<file path="config.mk">
export PLATFORM = sky130hd
export DESIGN_NAME = riscv_test_monitor
export DESIGN_NICKNAME = d
export VERILOG_FILES = /design/src/rtl/riscv_test_monitor_pkg.sv /design/src/rtl/wb_reg_shadow.sv /design/src/rtl/riscv_test_monitor.sv
export SDC_FILE = /design/constraint.sdc
export NUM_CORES = 1
export LEC_CHECK = 0
export ABC_CLOCK_PERIOD_IN_PS = 3240
export CORE_MARGIN = 2
export CORE_UTILIZATION = 52
export DETAILED_ROUTE_END_ITERATION = 10
export PLACE_DENSITY_LB_ADDON = 0.15
export SLEW_MARGIN = 10
export SYNTH_ARGS = -nofsm -noshare
export SYNTH_HDL_FRONTEND = slang
export SYNTH_SLANG_ARGS = --single-unit
</file>
<file path="constraint.sdc">
create_clock -name clk -period 3.24 [get_ports clk]
set_clock_uncertainty 0.1 [all_clocks]
set_input_delay 0.972 -clock clk [delete_from_list [all_inputs] [get_ports clk]]
set_output_delay 0.972 -clock clk [all_outputs]
set_load 0.01 [all_outputs]
</file>
<file path="src/rtl/riscv_test_monitor_pkg.sv">
// riscv_test_monitor_pkg: shared state encoding and default register indices for the test monitor
package riscv_test_monitor_pkg;
  typedef enum logic [2:0] {
    S_RUN     = 3'd0,
    S_SETTLE  = 3'd1,
    S_PASS    = 3'd2,
    S_FAIL    = 3'd3,
    S_TIMEOUT = 3'd4
  } state_e;
  localparam int DEFAULT_DONE_REG = 26;
  localparam int DEFAULT_PASS_REG = 27;
  localparam int DEFAULT_TNUM_REG = 3;
endpackage

</file>
<file path="src/rtl/wb_reg_shadow.sv">
// wb_reg_shadow: one address-matched copy of an architectural register, snooped from write-back
module wb_reg_shadow #(
  parameter int IDX = 1,
  parameter int AW  = 5,
  parameter int W   = 32
) (
  input  logic          clk,
  input  logic          rst,
  input  logic          en,
  input  logic          we,
  input  logic [AW-1:0] waddr,
  input  logic [W-1:0]  wdata,
  output logic          hit,
  output logic [W-1:0]  nxt
);
  logic [W-1:0] q;
  // x0 is hardwired zero in the core, so a match on address 0 never counts
  assign hit = en && we && waddr == AW'(IDX) && waddr != '0;
  // nxt is the value this register holds after the coming edge
  assign nxt = hit ? wdata : q;
  // shadow storage, frozen by en once a verdict is reached
  always_ff @(posedge clk)
    if (rst) q <= '0;
    else q <= nxt;
endmodule

</file>
<file path="src/rtl/riscv_test_monitor.sv">
// riscv_test_monitor: riscv-tests pass/fail monitor; define MONITOR_TIMEOUT_EN to build the watchdog
import riscv_test_monitor_pkg::*;

module riscv_test_monitor #(
  parameter int XLEN           = 32,
  parameter int REG_ADDR_W     = 5,
  parameter int DONE_REG       = DEFAULT_DONE_REG,
  parameter int PASS_REG       = DEFAULT_PASS_REG,
  parameter int TNUM_REG       = DEFAULT_TNUM_REG,
  parameter int SETTLE_CYCLES  = 10,
  parameter int CNT_W          = 32,
  parameter int TIMEOUT_CYCLES = 100000
) (
  input  logic                  clk,
  input  logic                  rst,
  input  logic                  wb_we_i,
  input  logic [REG_ADDR_W-1:0] wb_waddr_i,
  input  logic [XLEN-1:0]       wb_wdata_i,
  output logic                  done_o,
  output logic                  pass_o,
  output logic                  fail_o,
  output logic                  timeout_o,
  output logic [XLEN-1:0]       fail_testnum_o,
  output logic [CNT_W-1:0]      cycle_count_o
);
  state_e state, state_n;
  logic live, live_n, done_hit, done_go;
  logic [XLEN-1:0] done_nxt, pass_nxt, tnum_nxt;
  logic [31:0] settle_cnt;
  logic [CNT_W-1:0] cyc_inc;
  assign live     = state == S_RUN || state == S_SETTLE;
  assign live_n   = state_n == S_RUN || state_n == S_SETTLE;
  assign done_go  = done_hit && done_nxt == XLEN'(1);
  assign cyc_inc  = &cycle_count_o ? cycle_count_o : cycle_count_o + 1'b1;
  wb_reg_shadow #(.IDX(DONE_REG), .AW(REG_ADDR_W), .W(XLEN)) u_done (
    .clk(clk), .rst(rst), .en(live), .we(wb_we_i), .waddr(wb_waddr_i), .wdata(wb_wdata_i),
    .hit(done_hit), .nxt(done_nxt)
  );
  wb_reg_shadow #(.IDX(PASS_REG), .AW(REG_ADDR_W), .W(XLEN)) u_pass (
    .clk(clk), .rst(rst), .en(live), .we(wb_we_i), .waddr(wb_waddr_i), .wdata(wb_wdata_i),
    .hit(), .nxt(pass_nxt)
  );
  wb_reg_shadow #(.IDX(TNUM_REG), .AW(REG_ADDR_W), .W(XLEN)) u_tnum (
    .clk(clk), .rst(rst), .en(live), .we(wb_we_i), .waddr(wb_waddr_i), .wdata(wb_wdata_i),
    .hit(), .nxt(tnum_nxt)
  );
  // next-state: a done write beats the watchdog; the verdict sees this cycle's pass write
  always_comb begin
    state_n = state;
    if (state == S_RUN) begin
      if (done_go) state_n = S_SETTLE;
`ifdef MONITOR_TIMEOUT_EN
      else if (cyc_inc == CNT_W'(TIMEOUT_CYCLES)) state_n = S_TIMEOUT;
`endif
    end else if (state == S_SETTLE && settle_cnt == '0)
      state_n = pass_nxt == XLEN'(1) ? S_PASS : S_FAIL;
  end
  // state, settle window and saturating cycle counter
  always_ff @(posedge clk) begin
    if (rst) begin
      state         <= S_RUN;
      settle_cnt    <= '0;
      cycle_count_o <= '0;
    end else begin
      state         <= state_n;
      settle_cnt    <= state == S_RUN ? 32'(SETTLE_CYCLES - 1) : settle_cnt - (settle_cnt != '0 ? 32'd1 : 32'd0);
      cycle_count_o <= live ? cyc_inc : cycle_count_o;
    end
  end
  // verdict outputs, latched once on entry to a terminal state
  always_ff @(posedge clk) begin
    if (rst) begin
      done_o         <= 1'b0;
      pass_o         <= 1'b0;
      fail_o         <= 1'b0;
      fail_testnum_o <= '0;
    end else if (live && !live_n) begin
      done_o         <= 1'b1;
      pass_o         <= state_n == S_PASS;
      fail_o         <= state_n != S_PASS;
      fail_testnum_o <= tnum_nxt;
    end
  end
`ifdef MONITOR_TIMEOUT_EN
  // watchdog flag, set alongside the other verdict outputs
  always_ff @(posedge clk)
    if (rst) timeout_o <= 1'b0;
    else if (live && !live_n) timeout_o <= state_n == S_TIMEOUT;
`else
  assign timeout_o = 1'b0;
`endif
endmodule

</file>
==> results of run 1 <==
[layout make-up]
cell class | count | area (µm²)
repair buffers | 121 | 1200
clock buffers | 24 | 492
clock inverters | 7 | 95.1
flip-flops and latches | 166 | 3320
multi-input cells | 541 | 3380
inverters | 11 | 41.3
fillers | 1072 | 4440
well taps | 176 | 220
[cells by family (layout without fill, tap and decap cells)]
family,Yosys count,in the layout,synth area share (%)
simple gates,344,344,27.3
flops,166,166,47.6
compound gates,124,124,11.1
buf+inv,57,163,4.03
mux,35,35,5.06
xor+xnor,34,34,4.27
fa+ha+maj,3,3,0.538
other cells,1,1,0.0537
[worst max-delay path: cells and delay by family]
| kind | cells | cell delay, ps |
|---|---|---|
| AOI/OAI and AO/OA | 2 | 230 |
| buffers and inverters | 2 | 670 |
| and+or+nand+nor | 3 | 970 |
[per-stage QoR]
step / power, W / setup slack [ps]
6_report: 0.00423 / 596
5_1_grt: 0.00438 / 404
4_1_cts: 0.00427 / 598
3_5_place_dp: 0.00229 / 191
3_3_place_gp: 0.00229 / 214
2_1_floorplan: 0.00220 / 639
[power by group through the flow]
stage,Clock [W],Combinational (W),Sequential [W]
floorplan,0,0.0000920,0.00210
global placement,0,0.000183,0.00210
detailed placement,0,0.000187,0.00210
CTS,0.00202,0.000189,0.00206
global route,0.00212,0.000205,0.00206
finish,0.00198,0.000188,0.00206
[registers in the layout, summed over array words and instances (netlist names)]
register / cells
cycle_count_o: 32
fail_testnum_o: 32
settle_cnt: 32
u_pass.q: 32
u_tnum.q: 32
state: 3
done_o: 1
fail_o: 1
pass_o: 1
[worst paths after layout]
kind | start | end | slack, ps | cells past startpoint
worst max-delay path | wb_wdata_i[29] | fail_o | 600 | 7
worst min register to register | u_pass.q[20] | u_pass.q[20] | 360 | 2
worst max register to register | settle_cnt[25] | settle_cnt[12] | 620 | 10
worst min-delay path | u_pass.q[20] | u_pass.q[20] | 360 | 2
[cell usage in the layout, fill, tap and decap left out, types with 4 or more instances in the layout]
| master | netlist | routed |
|---|---|---|
| nor4_1 | 21 | 21 |
| dfxtp_1 | 166 | 166 |
| a31oi_1 | 6 | 6 |
| clkdlybuf4s50_1 | 0 | 105 |
| nor3_1 | 11 | 11 |
| a21o_1 | 32 | 32 |
| and2_1 | 4 | 4 |
| clkbuf_16 | 0 | 17 |
| mux2i_1 | 33 | 33 |
| or3_1 | 7 | 7 |
| inv_1 | 11 | 11 |
| o31ai_1 | 14 | 14 |
| clkbuf_8 | 0 | 4 |
| xor2_1 | 16 | 16 |
| and3_1 | 4 | 4 |
| nand2_1 | 85 | 85 |
| xnor2_1 | 18 | 18 |
| nand3_1 | 16 | 16 |
| o21ai_0 | 9 | 9 |
| a21oi_1 | 53 | 53 |
| nor2b_1 | 6 | 6 |
| buf_4 | 6 | 14 |
| nor3b_1 | 33 | 33 |
| nand4_1 | 20 | 20 |
| nand4b_1 | 4 | 4 |
| nor2_1 | 89 | 88 |
| or4_1 | 16 | 16 |
[metal layers]
metal  GRT usage (%)  up-vias  wire, µm  share of wire, %
li1                -     2896         -                 -
met1            30.8     2809      7370                46
met2            37.1      126      7810                49
met3            4.85       16       607               3.8
met4            7.79        0       195               1.2
met5               0        -         0                 0
==> impl_metrics.prom, run 1 <==
# TYPE chip_impl_metric gauge
chip_impl_metric{name="layout.cell_area.non_filler",unit="µm²"} 8750
chip_impl_metric{name="detail_route.first_pass.iterations",unit=""} 5
chip_impl_metric{name="synth-seq-cells",unit=""} 166
chip_impl_metric{name="antenna_cells",unit=""} 0
chip_impl_metric{name="route.vias.total",unit=""} 5847
chip_impl_metric{name="route.detailed.vias_per_inst",unit=""} 5.59
chip_impl_metric{name="initial_utilization",unit="%"} 52.9
chip_impl_metric{name="chipWidth",unit="µm"} 120
chip_impl_metric{name="sequentialPowerShare",unit="%"} 48.7
chip_impl_metric{name="vdd_drop_max",unit="mV"} 0.379
chip_impl_info{name="clock_root_buffer",value="clkbuf_16"} 1
chip_impl_metric{name="finalCritPeriodShare",unit="%"} 81.6
chip_impl_metric{name="cp_data_arrival_time",unit="ps"} 2840
chip_impl_metric{name="cts_num_sinks",unit=""} 166
chip_impl_metric{name="number_of_instances_resized_during_post_cts_repair",unit=""} 0
chip_impl_metric{name="total_routing_usage_gr",unit="%"} 23.0
chip_impl_metric{name="post_synth_num_cell_types",unit=""} 57
chip_impl_metric{name="synthesis.area_per_instance",unit="µm²"} 9.14
chip_impl_info{name="timing.critical_path.from_type",value="primary input"} 1
chip_impl_metric{name="drt-initial-drc-count",unit=""} 411
chip_impl_metric{name="hpwlAfterDp",unit="µm"} 11100
chip_impl_metric{name="share_clk_of_total_power",unit="%"} 46.8
chip_impl_metric{name="clk_latency",unit="ps"} 420
chip_impl_info{name="tritoncts",value="done"} 1
chip_impl_metric{name="syn-cell-area",unit="µm²"} 6980
chip_impl_metric{name="first_global_vias",unit=""} 5490
chip_impl_metric{name="areaGrowthSynthToFinish",unit="%"} 25.3
chip_impl_metric{name="top_level_ports",unit=""} 108
chip_impl_metric{name="drt-total-wl",unit="µm"} 16000
chip_impl_metric{name="cts_buffer_depth",unit=""} 2
chip_impl_metric{name="yosysSeqAreaShare",unit="%"} 47.6
chip_impl_metric{name="top_fanout_value_on_the_critical_path",unit=""} 3
chip_impl_info{name="synth_top_cell_by_area",value="dfxtp_1"} 1
chip_impl_metric{name="worst-slew-pin-transition",unit="ps"} 582
chip_impl_info{name="run_status",value="completed"} 1
chip_impl_metric{name="die-height",unit="µm"} 120
chip_impl_metric{name="clkTransAtPathRegs",unit="ps"} 60
chip_impl_metric{name="power.share.switching",unit="%"} 20.8
chip_impl_metric{name="count_of_warnings_emitted_by_yosys",unit=""} 0
chip_impl_metric{name="cts_post_setup_buffers_inserted",unit=""} 0
chip_impl_metric{name="ys_async_sr_fraction",unit="%"} 0
chip_impl_metric{name="numCtsBuffers",unit=""} 17
chip_impl_metric{name="drt_drc_violations_left",unit=""} 0
chip_impl_metric{name="detailed_place.area",unit="µm²"} 8160
chip_impl_metric{name="post_route_worst_hold_slack",unit="ps"} 355
chip_impl_info{name="worst_setup_path_end_kind",value="flop"} 1
chip_impl_metric{name="core",unit="µm²"} 13200
chip_impl_info{name="grt_setup_unrepaired",value="false"} 1
chip_impl_metric{name="fin_setup_tns",unit="ps"} 0
chip_impl_info{name="most_instantiated_flip_flop_cell_in_the_synthesis_netlist",value="dfxtp_1"} 1
chip_impl_metric{name="synth-edff-count",unit=""} 0
chip_impl_metric{name="finalSetupViolations",unit=""} 0
chip_impl_metric{name="cpPeakStageDelay",unit="ps"} 540
chip_impl_metric{name="comb_power_share",unit="%"} 4.4
chip_impl_metric{name="holdBufCountCts",unit=""} 0
chip_impl_info{name="synth.top_cells.by_area",value="dfxtp_1 48%, nor2_1 4.8%, mux2i_1 4.7%, nand2_1 4.6%, a21oi_1 3.8%"} 1
chip_impl_metric{name="finish.cell_count_without_fillers",unit=""} 1046
chip_impl_metric{name="switching_power_total",unit="W"} 0.000879
chip_impl_metric{name="die_area",unit="µm²"} 14400
chip_impl_info{name="timing.setup.critical_path_class",value="in2reg"} 1
chip_impl_metric{name="crit_required",unit="ps"} 3430
chip_impl_metric{name="fmax",unit="GHz"} 0.378
chip_impl_metric{name="finalHoldViolations",unit=""} 0
chip_impl_info{name="synth_most_common_cell",value="dfxtp_1"} 1
chip_impl_info{name="synth.cells.most_frequent",value="166 x dfxtp_1, 89 x nor2_1, 85 x nand2_1, 53 x a21oi_1"} 1
chip_impl_metric{name="post_synth_inst_count",unit=""} 764
chip_impl_metric{name="nNetsFinal",unit=""} 901
chip_impl_metric{name="timing_max_transition_violations_final",unit=""} 0
chip_impl_metric{name="floorplan.rows",unit=""} 42
chip_impl_metric{name="mappedNetlistNets",unit=""} 807
chip_impl_metric{name="internal-power",unit="W"} 0.00335
chip_impl_metric{name="fin_util",unit="%"} 66.3
chip_impl_metric{name="place.port_buffers",unit=""} 106
chip_impl_metric{name="final.min_clock_period",unit="ps"} 2640
chip_impl_metric{name="antenna_violations_before_repair",unit=""} 0
chip_impl_info{name="min_path_type",value="reg2reg"} 1
chip_impl_metric{name="grt_pass1_wl",unit="µm"} 26500
chip_impl_metric{name="drt.antenna.violating_nets",unit=""} 0
chip_impl_info{name="crit_chain",value="clkdlybuf4s50_1 -> nor4_1 -> nand2_1 -> nor4_1 -> buf_4 -> a31o_2 -> o31ai_1"} 1
chip_impl_metric{name="overflow",unit=""} 0
chip_impl_info{name="crit_path_top_delay_cell",value="nor4_1"} 1
chip_impl_metric{name="synth_largest_type_area_fraction",unit="%"} 47.6
chip_impl_metric{name="place.detailed.instances",unit=""} 1015
chip_impl_metric{name="p_leak",unit="nW"} 3.24
chip_impl_metric{name="avgRoutedWirePerCell",unit="µm"} 15.3
chip_impl_metric{name="power.density_cell_area",unit="nW/µm²"} 484
chip_impl_metric{name="grt_max_degree",unit=""} 51
chip_impl_metric{name="routabilityCongestion",unit=""} 0.769
chip_impl_metric{name="layout-drive-gt1-share",unit="%"} 7.59
chip_impl_metric{name="timing.max_slew.rel_slack",unit="%"} 61.2
chip_impl_metric{name="htree_levels",unit=""} 4
chip_impl_metric{name="max-cap-violations",unit=""} 0
chip_impl_info{name="critical-path-top-cell-by-count",value="nor4_1"} 1
Power figures use the tool's default switching activity.
==> run 2, diff against run 1 <==
Settings changed: ABC_CLOCK_PERIOD_IN_PS 3240 to 2200, CORE_UTILIZATION 52 to 48.
Clock period 3.24 ns to 2.2 ns, I/O delays scaled along.
==> run 2 against run 1 <==
Compared with the run above:
- the flow now finishes with violations (setup timing)
- utilization is 6.1 points higher
- clock-buffer cell count is 5 lower
- clock power is 52% higher
- register-to-register slack worse by 820 ps
- non-clock buffer count is 113 higher
- worst hold slack worse by 2.5 ps
- critical endpoint is now settle_cnt[18]
- largest cell class unchanged
- largest power group unchanged
==> impl_metrics.prom, run 2 (same netlist as run 1, synthesis figures left out) <==
# TYPE chip_impl_metric gauge
chip_impl_metric{name="share_clk_of_total_power",unit="%"} 46.8
chip_impl_metric{name="grt_max_degree",unit=""} 33
chip_impl_metric{name="nNetsFinal",unit=""} 1014
chip_impl_metric{name="clk_latency",unit="ps"} 430
chip_impl_info{name="violations",value="setup timing"} 1
chip_impl_metric{name="htree_levels",unit=""} 4
chip_impl_metric{name="comb_power_share",unit="%"} 6.0
chip_impl_info{name="grt_setup_unrepaired",value="true"} 1
chip_impl_metric{name="max-cap-violations",unit=""} 0
chip_impl_info{name="crit_path_top_delay_cell",value="or4_4"} 1
chip_impl_info{name="timing.critical_path.from_type",value="flop"} 1
chip_impl_metric{name="overflow",unit=""} 0
chip_impl_metric{name="floorplan.rows",unit=""} 44
chip_impl_metric{name="worst-slew-pin-transition",unit="ps"} 501
chip_impl_metric{name="die_area",unit="µm²"} 15500
chip_impl_metric{name="layout.filler_cells",unit=""} 1011
chip_impl_metric{name="drt_drc_violations_left",unit=""} 0
chip_impl_metric{name="top_fanout_value_on_the_critical_path",unit=""} 5
chip_impl_metric{name="post-place-ws",unit="ps"} -563
chip_impl_metric{name="chipWidth",unit="µm"} 125
chip_impl_metric{name="timing_max_transition_violations_final",unit=""} 0
chip_impl_metric{name="die-height",unit="µm"} 125
chip_impl_info{name="critical-path-top-cell-by-count",value="ha_4"} 1
chip_impl_metric{name="layout-drive-gt1-share",unit="%"} 27.1
chip_impl_metric{name="top_level_ports",unit=""} 108
chip_impl_metric{name="finalSetupViolations",unit=""} 55
chip_impl_metric{name="avgRoutedWirePerCell",unit="µm"} 17.4
chip_impl_metric{name="detail_route.first_pass.iterations",unit=""} 5
chip_impl_metric{name="cts_buffer_depth",unit=""} 2
chip_impl_metric{name="drt-initial-drc-count",unit=""} 544
chip_impl_metric{name="internal-power",unit="W"} 0.00495
chip_impl_metric{name="drt-total-wl",unit="µm"} 20300
chip_impl_info{name="run_status",value="complete, but fails checks"} 1
chip_impl_metric{name="switching_power_total",unit="W"} 0.00146
chip_impl_metric{name="power.share.switching",unit="%"} 22.8
chip_impl_info{name="tritoncts",value="done"} 1
chip_impl_metric{name="timing.max_slew.rel_slack",unit="%"} 65.7
chip_impl_info{name="clock_root_buffer",value="clkbuf_16"} 1
chip_impl_metric{name="cpPeakStageDelay",unit="ps"} 550
chip_impl_info{name="worst_setup_path_end_kind",value="flop"} 1
chip_impl_metric{name="finalHoldViolations",unit=""} 0
chip_impl_metric{name="fin_util",unit="%"} 72.4
chip_impl_metric{name="route.vias.total",unit=""} 6530
chip_impl_metric{name="fmax",unit="GHz"} 0.416
chip_impl_metric{name="hold-path-cell-count",unit=""} 2
chip_impl_info{name="min_path_type",value="reg2reg"} 1
chip_impl_metric{name="p_leak",unit="nW"} 4.19
chip_impl_info{name="mostFrequentLayoutCells",value="141 x dfxtp_1, 104 x buf_4, 90 x clkdlybuf4s50_1"} 1
chip_impl_metric{name="total_routing_usage_gr",unit="%"} 24.3
chip_impl_metric{name="power.density_cell_area",unit="nW/µm²"} 617
chip_impl_metric{name="totalPowerFinal",unit="W"} 0.00641
chip_impl_metric{name="vdd_drop_max",unit="mV"} 0.530
chip_impl_metric{name="cts_num_sinks",unit=""} 166
chip_impl_metric{name="finalCritPeriodShare",unit="%"} 109
chip_impl_info{name="timing.setup.critical_path_class",value="reg2reg"} 1
chip_impl_metric{name="r2r_cells",unit=""} 10
chip_impl_metric{name="route.detailed.vias_per_inst",unit=""} 5.58
chip_impl_metric{name="final.min_clock_period",unit="ps"} 2400
chip_impl_metric{name="first_global_vias",unit=""} 6304
chip_impl_info{name="layout_commonest_cell",value="dfxtp_1"} 1
chip_impl_metric{name="clkTransAtPathRegs",unit="ps"} 70
chip_impl_metric{name="hpwlAfterDp",unit="µm"} 12200
chip_impl_metric{name="post_route_worst_hold_slack",unit="ps"} 353
chip_impl_metric{name="holdBufCountCts",unit=""} 0
chip_impl_metric{name="sequentialPowerShare",unit="%"} 47.2
chip_impl_metric{name="antenna_violations_before_repair",unit=""} 2
chip_impl_metric{name="numCtsBuffers",unit=""} 17
chip_impl_metric{name="place.detailed.instances",unit=""} 1108
chip_impl_metric{name="place.port_buffers",unit=""} 106
chip_impl_metric{name="setup_ws",unit="ps"} -202
chip_impl_metric{name="finish.cell_count_without_fillers",unit=""} 1170
chip_impl_metric{name="areaGrowthSynthToFinish",unit="%"} 49.0
chip_impl_metric{name="grt_pass1_wl",unit="µm"} 30800
chip_impl_metric{name="routabilityCongestion",unit=""} 0.867
chip_impl_info{name="crit_chain",value="or4_4 -> nor4_4 -> nand3_2 -> ha_4 -> ha_4 -> nor3b_4 -> nand4_1 -> nor4_2 -> xnor2_1 -> nor2_1"} 1
chip_impl_metric{name="cp_data_arrival_time",unit="ps"} 2620
chip_impl_metric{name="initial_utilization",unit="%"} 48.6
chip_impl_metric{name="crit_required",unit="ps"} 2420
chip_impl_metric{name="drt.antenna.violating_nets",unit=""} 0
chip_impl_metric{name="core",unit="µm²"} 14400
-- run 2: cell types whose count changed in the layout (fill, tap and decap cells not counted), moves of 12 or more --
cell	before	now
nor3b_4	0	12
nor3b_2	1	21
dfxtp_1	166	141
nor3b_1	33	1
clkdlybuf4s50_1	105	90
dfxtp_2	0	23
buf_4	14	104
-- run 2: layer usage --
layer	up-vias	global-route usage (%)	wire (µm)
met2	189	42.0	10300
li1	3133	-	-
met3	32	5.63	843
met1	3176	29.7	8740
met5	-	0	0
met4	0	8.72	419
-- run 2: stage by stage --
step           TNS (ps)  cell area [µm²]
5_1_grt           -9320            10400
2_1_floorplan     -1020             7080
6_report          -5180            10400
3_5_place_dp     -39860             8940
3_3_place_gp     -35260             8940
4_1_cts           -4050             9880
-- run 2: power groups by stage --
stage | clock, W | combinational (W) | sequential (W)
4_1_cts | 0.00302 | 0.000359 | 0.00303
5_1_grt | 0.00315 | 0.000412 | 0.00303
2_1_floorplan | 0 | 0.000143 | 0.00310
3_5_place_dp | 0 | 0.000347 | 0.00309
6_report | 0.00300 | 0.000386 | 0.00303
3_3_place_gp | 0 | 0.000340 | 0.00309
-- run 2: worst max-delay path, delay by kind of cell (launching register included) --
family,cells,cell delay [ps]
XOR/XNOR,1,160
AND/OR/NAND/NOR,7,1360
adder cells (fa/ha/maj),2,350
flip-flops,1,320
-- run 2: cell type report --
type / instances / area, µm² / share of cell area [%]
Inverter: 11 / 41.3 / 0.397
Multi-Input combinational cell: 541 / 3810 / 36.7
Timing Repair Buffer: 234 / 2350 / 22.6
Clock inverter: 13 / 145 / 1.40
Tap cell: 184 / 230 / 2.21
Antenna cell: 2 / 5.00 / 0.0481
Sequential cell: 166 / 3360 / 32.3
Clock buffer: 19 / 453 / 4.36
-- run 2: path summary, 6_finish.rpt --
kind / slack [ps] / end / startpoint
min: 350 / u_pass.q[0] / u_pass.q[0]
max: -200 / settle_cnt[18] / settle_cnt[27]
min reg2reg: 350 / u_pass.q[0] / u_pass.q[0]
max reg2reg: -200 / settle_cnt[18] / settle_cnt[27]
-- run 2: repair_timing --
action / in CTS / in global routing
setup endpoints to repair: 65 / 87
cloned: 7 / 5
endpoints found under the hold margin: 0 / 0
pin swaps: 29 / 63
gates resized for setup: 30 / 82
setup buffers: 11 / 8
==> run 3, diff against run 2 <==
Settings changed: GPL_ROUTABILITY_DRIVEN from default to 0, GPL_TIMING_DRIVEN from default to 1.
==> run 3 against run 2 <==
Compared with the run above:
- the run still ends with setup timing left
- die area stayed put
- first-iteration DRC count is 17% lower
- via count is 0.17% lower
- critical endpoint is now settle_cnt[30]
- largest power group unchanged
==> impl_metrics.prom, run 3 (same netlist as run 1, synthesis figures left out) <==
# TYPE chip_impl_metric gauge
chip_impl_info{name="run_status",value="complete, but fails checks"} 1
chip_impl_info{name="violations",value="setup timing"} 1
chip_impl_metric{name="drt_drc_violations_left",unit=""} 0
chip_impl_info{name="critical-path-top-cell-by-count",value="ha_4"} 1
chip_impl_metric{name="fmax",unit="GHz"} 0.412
chip_impl_metric{name="antenna_violations_before_repair",unit=""} 0
chip_impl_info{name="mostFrequentLayoutCells",value="142 x dfxtp_1, 98 x buf_4, 93 x clkdlybuf4s50_1"} 1
chip_impl_metric{name="die-height",unit="µm"} 125
chip_impl_metric{name="multi_input_area",unit="µm²"} 3770
chip_impl_metric{name="clkTransAtPathRegs",unit="ps"} 60
chip_impl_metric{name="timing_max_transition_violations_final",unit=""} 0
chip_impl_info{name="timing.setup.critical_path_class",value="reg2reg"} 1
chip_impl_metric{name="die_area",unit="µm²"} 15500
chip_impl_metric{name="grt_pass1_wl",unit="µm"} 31300
chip_impl_metric{name="avgRoutedWirePerCell",unit="µm"} 17.0
chip_impl_metric{name="layout.filler_cells",unit=""} 1024
chip_impl_metric{name="cp_data_arrival_time",unit="ps"} 2650
chip_impl_metric{name="top_level_ports",unit=""} 108
chip_impl_info{name="crit_path_top_delay_cell",value="or4_4"} 1
chip_impl_metric{name="detail_route.first_pass.iterations",unit=""} 5
chip_impl_metric{name="finalHoldViolations",unit=""} 0
chip_impl_metric{name="holdBufCountCts",unit=""} 0
chip_impl_metric{name="final.min_clock_period",unit="ps"} 2430
chip_impl_metric{name="clk_latency",unit="ps"} 430
chip_impl_metric{name="post_route_worst_hold_slack",unit="ps"} 357
chip_impl_metric{name="drt-initial-drc-count",unit=""} 454
chip_impl_metric{name="cts_buffer_depth",unit=""} 2
chip_impl_metric{name="timing.max_slew.rel_slack",unit="%"} 67.3
chip_impl_info{name="grt_setup_unrepaired",value="true"} 1
chip_impl_metric{name="hpwlAfterDp",unit="µm"} 12000
chip_impl_metric{name="post-place-ws",unit="ps"} -595
chip_impl_metric{name="sequential_cell_area",unit="µm²"} 3360
chip_impl_info{name="clock_root_buffer",value="clkbuf_16"} 1
chip_impl_metric{name="chipWidth",unit="µm"} 125
chip_impl_info{name="tritoncts",value="done"} 1
chip_impl_info{name="path_delay_family",value="simple AND/OR/NAND/NOR gates"} 1
chip_impl_info{name="timing.critical_path.from_type",value="flop"} 1
chip_impl_metric{name="first_global_vias",unit=""} 6360
chip_impl_metric{name="route.detailed.vias_per_inst",unit=""} 5.58
chip_impl_metric{name="nNetsFinal",unit=""} 1015
chip_impl_metric{name="setup_ws",unit="ps"} -229
chip_impl_metric{name="drt.antenna.violating_nets",unit=""} 0
chip_impl_metric{name="numCtsBuffers",unit=""} 17
chip_impl_metric{name="core",unit="µm²"} 14400
chip_impl_metric{name="fin_util",unit="%"} 72.3
chip_impl_info{name="min_path_type",value="reg2reg"} 1
chip_impl_metric{name="initial_utilization",unit="%"} 48.6
chip_impl_metric{name="areaGrowthSynthToFinish",unit="%"} 48.9
chip_impl_info{name="worst_setup_path_end_kind",value="flop"} 1
chip_impl_metric{name="route.vias.total",unit=""} 6519
chip_impl_metric{name="cts_num_sinks",unit=""} 166
chip_impl_metric{name="vdd_drop_max",unit="mV"} 0.502
chip_impl_metric{name="place.port_buffers",unit=""} 106
chip_impl_metric{name="power.density_cell_area",unit="nW/µm²"} 608
chip_impl_metric{name="finalSetupViolations",unit=""} 53
chip_impl_metric{name="layout.cell_area.non_filler",unit="µm²"} 10400
chip_impl_metric{name="top_fanout_value_on_the_critical_path",unit=""} 7
chip_impl_metric{name="floorplan.rows",unit=""} 44
chip_impl_metric{name="total_routing_usage_gr",unit="%"} 24.7
chip_impl_metric{name="htree_levels",unit=""} 4
chip_impl_metric{name="detailed_place.area",unit="µm²"} 8940
chip_impl_metric{name="max-cap-violations",unit=""} 0
chip_impl_info{name="crit_chain",value="or4_4 -> nor4_4 -> nand3_2 -> ha_4 -> ha_4 -> nor3b_4 -> buf_6 -> nand4_1 -> xor2_1 -> nor2_1"} 1
chip_impl_metric{name="drt-total-wl",unit="µm"} 19900
chip_impl_metric{name="p_leak",unit="nW"} 4.17
chip_impl_metric{name="antenna_cells",unit=""} 0
chip_impl_metric{name="layout-drive-gt1-share",unit="%"} 27.0
chip_impl_metric{name="overflow",unit=""} 0
chip_impl_metric{name="timing.critical_path.buf_inv",unit=""} 1
chip_impl_info{name="layout_commonest_cell",value="dfxtp_1"} 1
chip_impl_metric{name="grt_max_degree",unit=""} 66
chip_impl_metric{name="finalCritPeriodShare",unit="%"} 110
chip_impl_metric{name="crit_required",unit="ps"} 2420
chip_impl_metric{name="worst-slew-pin-transition",unit="ps"} 478
chip_impl_metric{name="cpPeakStageDelay",unit="ps"} 550
run 3: stage by stage:
| stage | setup TNS (ps) | power, W | cells |
|---|---|---|---|
| after floorplan | -1020 | 0.00324 | 764 |
| after global placement | -35100 | 0.00343 | 1106 |
| after detailed placement | -41970 | 0.00344 | 1106 |
| after CTS | -6380 | 0.00633 | 1166 |
| after global routing | -9650 | 0.00650 | 1169 |
| final | -5150 | 0.00632 | 1169 |
run 3: worst paths after layout:
kind	from	slack (ps)	depth (start not counted)	endpoint
worst min-delay path	u_pass.q[23]	360	2	u_pass.q[23]
worst max-delay path	settle_cnt[27]	-230	10	settle_cnt[30]
worst min register to register	u_pass.q[23]	360	2	u_pass.q[23]
worst max register to register	settle_cnt[27]	-230	10	settle_cnt[30]
run 3: layout make-up:
class                      count  area share (%)
clock buffer                  23            4.69
clock inverter                 9           0.891
inverter                      11           0.397
multi-input combinational    541            36.3
sequential                   166            32.3
tap                          184            2.21
timing repair buffer         235            23.2
run 3: power breakdown:
group          leakage [nW]  total (W)  switching [W]  internal [W]
combinational          2.54   0.000377       0.000189      0.000188
sequential             1.35    0.00303      0.0000118       0.00302
clock                 0.284    0.00291        0.00122       0.00169
run 3: worst min-delay path: cells and delay by family (launching register included):
kind               cells  cell delay (ps)
DFF                    1              310
and+or+nand+nor        1               50
AOI/OAI and AO/OA      1               50
run 3: metal layers:
metal / up-vias / GRT usage, % / routed length, µm
met4: 0 / 9.45 / 420
met2: 160 / 42.3 / 10000
met1: 3184 / 30.8 / 8610
met3: 32 / 4.47 / 806
li1: 3143 / - / -
met5: - / 0 / 0
run 3: what timing repair did:
item,4_1_cts,5_1_grt
pin swaps,46,39
setup buffers,18,8
cloned,10,2
setup endpoints to repair,65,87
resized for setup,65,51
